[config.mk]
export PLATFORM = sky130hd
export DESIGN_NAME = lfsr_rng_sched
export DESIGN_NICKNAME = d
export VERILOG_FILES = /design/src/rtl/lfsr_rng_sched.sv
export SDC_FILE = /design/constraint.sdc
export NUM_CORES = 1
export LEC_CHECK = 0
export CORE_ASPECT_RATIO = 2
export CORE_MARGIN = 10
export CORE_UTILIZATION = 58
export CTS_CLUSTER_SIZE = 8
export DETAILED_ROUTE_END_ITERATION = 7
export PLACE_DENSITY = 0.86
export SLEW_MARGIN = 20
export SYNTH_ARGS = -nofsm -noshare
export SYNTH_HDL_FRONTEND = slang
export SYNTH_SLANG_ARGS = --single-unit
[constraint.sdc]
create_clock -name clk -period 3.82 [get_ports clk]
set_input_delay 0.764 -clock clk [delete_from_list [all_inputs] [get_ports clk]]
set_output_delay 0.764 -clock clk [all_outputs]
set_load 0.005 [all_outputs]
[src/rtl/lfsr_rng_sched.sv]
// lfsr_rng_sched: round-robin scheduler that lends one shared LFSR to
// NUM_REQ requesters. A granted requester gets a WORD_BITS-bit word built
// by clocking the LFSR WORD_BITS times and collecting its LSB serially,
// delivered with a one-cycle rnd_valid pulse while its grant is still held.
module lfsr_rng_sched #(
  parameter int NUM_REQ   = 2,
  parameter int WORD_BITS = 16
) (
  input  logic                 clk,
  input  logic                 reset,
  input  logic [NUM_REQ-1:0]   req,
  output logic [NUM_REQ-1:0]   gnt,
  output logic                 rnd_valid,
  output logic [WORD_BITS-1:0] rnd_data,
  output logic                 busy,
  output logic                 lfsr_en,
  input  logic                 lfsr_lsb
);

  localparam int PTR_W = $clog2(NUM_REQ);
  localparam int CNT_W = $clog2(WORD_BITS + 1);

  typedef enum logic [1:0] {
    IDLE = 2'd0,
    GEN  = 2'd1,
    DONE = 2'd2
  } state_t;

  state_t               state;
  logic [PTR_W-1:0]     rr_ptr;    // search start for the next arbitration
  logic [PTR_W-1:0]     win_idx;   // index of the requester being served
  logic [CNT_W-1:0]     bit_cnt;   // samples taken so far in this word
  // Holds the first WORD_BITS-1 samples; the final sample is concatenated
  // straight into rnd_data, so no storage bit ever goes unread.
  logic [WORD_BITS-2:0] shreg;
  logic [WORD_BITS-1:0] next_word;

  logic                 pick_any;
  logic [PTR_W-1:0]     pick_idx;

  // (base + off) mod NUM_REQ, narrowed back to pointer width.
  function automatic logic [PTR_W-1:0] wrap_add(input logic [PTR_W-1:0] base,
                                                input int               off);
    return PTR_W'((int'(base) + off) % NUM_REQ);
  endfunction

  // Round-robin search: first asserted request at or after rr_ptr, wrapping.
  always_comb begin
    // NOTE: every signal driven here gets a default before any conditional
    // assignment, so no path can leave it holding a value (no latch).
    pick_any = 1'b0;
    pick_idx = '0;
    for (int off = 0; off < NUM_REQ; off++) begin
      if (!pick_any && req[wrap_add(rr_ptr, off)]) begin
        pick_any = 1'b1;
        pick_idx = wrap_add(rr_ptr, off);
      end
    end
  end

  // Word as it stands once the current (pre-shift) LFSR bit is appended;
  // the first sample ends up in the MSB.
  assign next_word = {shreg, lfsr_lsb};

  // The LFSR is clocked in every GEN cycle, including the cycle in which an
  // abort is detected; it is never rewound.
  assign lfsr_en = (state == GEN);

  // Scheduler FSM: arbitration, bit collection, word delivery and abort.
  always_ff @(posedge clk) begin
    // NOTE: all state here uses non-blocking assignments so every register
    // samples pre-edge values and the update order inside the block is moot.
    if (reset) begin
      state     <= IDLE;
      gnt       <= '0;
      rnd_valid <= 1'b0;
      rnd_data  <= '0;
      busy      <= 1'b0;
      rr_ptr    <= '0;
      win_idx   <= '0;
      bit_cnt   <= '0;
      shreg     <= '0;
    end else begin
      case (state)
        IDLE: begin
          rnd_valid <= 1'b0;
          bit_cnt   <= '0;
          if (pick_any) begin
            gnt     <= {{(NUM_REQ-1){1'b0}}, 1'b1} << pick_idx;
            win_idx <= pick_idx;
            busy    <= 1'b1;
            state   <= GEN;
          end
        end

        GEN: begin
          if (!req[win_idx]) begin
            // Requester withdrew: drop the partial word, keep rr_ptr and
            // rnd_data as they were.
            gnt     <= '0;
            busy    <= 1'b0;
            bit_cnt <= '0;
            state   <= IDLE;
          end else begin
            shreg   <= next_word[WORD_BITS-2:0];
            bit_cnt <= bit_cnt + CNT_W'(1);
            if (bit_cnt == CNT_W'(WORD_BITS - 1)) begin
              rnd_data  <= next_word;
              rnd_valid <= 1'b1;
              state     <= DONE;
            end
          end
        end

        DONE: begin
          rnd_valid <= 1'b0;
          gnt       <= '0;
          busy      <= 1'b0;
          rr_ptr    <= wrap_add(win_idx, 1);
          state     <= IDLE;
        end

        default: begin
          state <= IDLE;
        end
      endcase
    end
  end

endmodule

==> qor.csv <==
stage,metric,value,unit
outcome,status,"complete, no violations",
synthesis,ys.flop_type,dfxtp_1,
pwr,leakage,0.000775,uW
global_route,antenna_found_initial,0,
global_route,grt_max_degree,41,
clock_network,tritoncts,done,
floorplan,initial_core_util,60.9,%
setup_path,crit_type,flip-flop to output pin,
pwr,clock_power_share,36.5,%
global_route,first_global_vias,1689,
setup_path,start_kind,flip-flop,
timing,grt_setup_unrepaired,false,
cells_and_area,antenna_cells,0,
floorplan,fp.dieH,102,um
setup_path,worstPathMaxFanout,14,
global_route,gr-total-overflow,0,
synthesis,ys_async_sr_fraction,0,%
timing,tightest_slew,0.977,ns
synthesis,syn_nets,237,
clock_network,cts_resized,0,
cells_and_area,drive_gt1_share,5.86,%
cells_and_area,fin_util,71.5,%
worst_hold_path,hold_path.class,flip-flop to flip-flop,
run,cap_violations,0,
pwr,switchingPower,233,uW
synthesis,synthTopCellsByCount,"dfxtp_1, a21oi_1, nand3_1, nand4_1, o31ai_1",
timing,max-slew-margin-rel,34.8,%
synthesis,synth_cell_types,30,
floorplan,dieArea,6210,um2
global_route,grt_usage,15.5,%
floorplan,coreArea,3190,um2
timing,tns,0,ns
setup_path,max_stage_delay,0.62,ns
route,drt_iter0_drc,53,
floorplan,rows,29,
pwr,p_sw_share,25.2,%
route,postRouteAntennaNets,0,
synthesis,syn_area,1950,um2
setup_path,cp.arrival,1.85,ns
synthesis,synth_most_common_cell,dfxtp_1,
synthesis,yosys_warnings,0,
pwr,power_density,405,nW/um2
timing,drv_slew,0,
floorplan,die_x,61.0,um
clock_network,cts.path.max_buffers,2,
setup_path,worst-path-buf-inv,2,
timing,post-route-period-util,68.3,%
route,drt_pass1_iterations,5,
timing,finalHoldViolCount,0,
route,wl_per_cell,17.0,um
floorplan,ioPinCount,26,
setup_path,crit_path_end_kind,output pin,
timing,skew,0.00298,ns
clock_network,clkTransAtPathRegs,0.08,ns
route,drc,0,
pwr,internal_power,692,uW
cells_and_area,fin_nets,251,
clock_network,htreeDepth,2,
clock_network,cts_setup_buffers,0,
route,finalWirelength,4600,um
setup_path,required,3.06,ns
setup_path,cp_slowest_cell,clkdlybuf4s50_1,
synthesis,synth_top_area_share,45.3,%
route,via_per_inst,6.44,
synthesis,ys_seq_area_share,45.3,%
synthesis,synth_area_leaders,"dfxtp_1, a21oi_1, o31ai_1",
synthesis,avgSynthCellArea,8.61,um2
pwr,ir_drop,0.000315,V
pwr,seqPwrFrac,51.1,%
synthesis,synthCells,226,
clock_network,clock-sinks,44,
cells_and_area,area_growth,17.3,%
place,place_hpwl,3010,um
synthesis,synth_edf_count,0,
setup_path,path_cells,"inv_1, ha_1, clkdlybuf4s50_1",
synthesis,synth.largest_area_cell,dfxtp_1,
timing,min_period,2.61,ns
timing,clock.fmax,0.383,GHz
cells_and_area,nFillCells,258,
synthesis,ys_ff_latch,44,
place,gp_congestion,0.771,
route,num_vias,1739,
global_route,grt_pass1_wl,7700,um
clock_network,cts_buffers,5,
setup_path,cp_top_family,buffers and inverters,
clock_network,cts-root-buf,clkbuf_8,
place,portBuffers,25,
timing,finalSetupViolations,0,
clock_network,cts_hold_buf,0,
clock_network,clock_latency,0.29,ns
pwr,pwr-share-comb,12.5,%
## sequential cells by signal, summed over array words and instances (netlist names), 2 cells and up
register and cells:
rnd_data 16, shreg 15, bit_cnt 5, gnt 2
state 2
## cell usage in the layout, fill, tap and decap left out, drive strengths merged, types with 2 or more instances in the layout
cell	instances
a31oi	2
ha	6
clkdlybuf4s50	25
nand2	6
nor2	9
nor2b	5
clkbuf	5
nand4	18
nand3	19
o21ai	15
nor3	2
a32oi	3
a21oi	32
o31ai	17
buf	5
mux2	3
dfxtp	44
mux2i	4
inv	8
## layer usage
| metal | vias to the layer above | GRT usage, % | part of all wire [%] |
|---|---|---|---|
| met5 | - | 0 | 0 |
| met4 | 0 | 7.98 | 2.9 |
| met3 | 11 | 3.73 | 3.3 |
| met2 | 29 | 26.2 | 55 |
| met1 | 838 | 17.2 | 39 |
| li1 | 861 | - | - |
## cell families (layout without fill, tap and decap cells)
logic type | count (synthesis) | after routing | share of synthesized area (%)
AND/OR/NAND/NOR | 63 | 63 | 17.2
flip-flops | 44 | 44 | 45.3
adder cells (fa/ha/maj) | 6 | 6 | 3.86
buffers and inverters | 32 | 45 | 6.49
multiplexers | 7 | 7 | 4.18
AO/OA/AOI/OAI | 74 | 74 | 23.0
## worst register-to-register path, cell delays in order, from the launching register on
cell,delay (ns)
dfxtp_1,0.34
inv_1,0.10
ha_1,0.51
inv_1,0.59
or4b_1,0.66
nand3_1,0.10
## power by group through the flow
stage	clock network, uW	registers, uW	logic [uW]
5_1_grt	362	474	127
6_report	337	473	115
4_1_cts	337	473	114
3_3_place_gp	0	483	113
3_5_place_dp	0	483	114
2_1_floorplan	0	483	79.9
## path summary, 6_finish.rpt
kind	startpoint	endpoint	slack, ns	depth (start not counted)
hold reg to reg	rnd_data[6]	rnd_data[6]	0.47	2
setup / recovery	state[1]	lfsr_en	1.21	3
hold / removal	rnd_data[6]	rnd_data[6]	0.47	2
setup reg to reg	state[1]	bit_cnt[3]	1.47	5
## layout make-up
cell class              count  area, um2  area share, %
multi-input cells         150        942           41.3
clock inverters             1       30.0           1.32
inverters                   9       33.8           1.48
flip-flops and latches     44        881           38.6
well taps                  31       38.8           1.70
repair buffers             30        288           12.6
clock buffers               5       68.8           3.02
## per-stage QoR
stage | setup slack, ns | hold WS [ns] | instance area [um2] | cells | power, uW
after floorplan | 1.96 | 0.445 | 1950 | 226 | 562
after global placement | 1.20 | 0.452 | 2180 | 264 | 596
after detailed placement | 1.17 | 0.458 | 2180 | 264 | 597
after CTS | 1.22 | 0.470 | 2280 | 270 | 924
after global routing | 1.10 | 0.496 | 2280 | 270 | 962
final | 1.21 | 0.467 | 2280 | 270 | 925
Note: power is estimated with default switching activity, not from simulation.
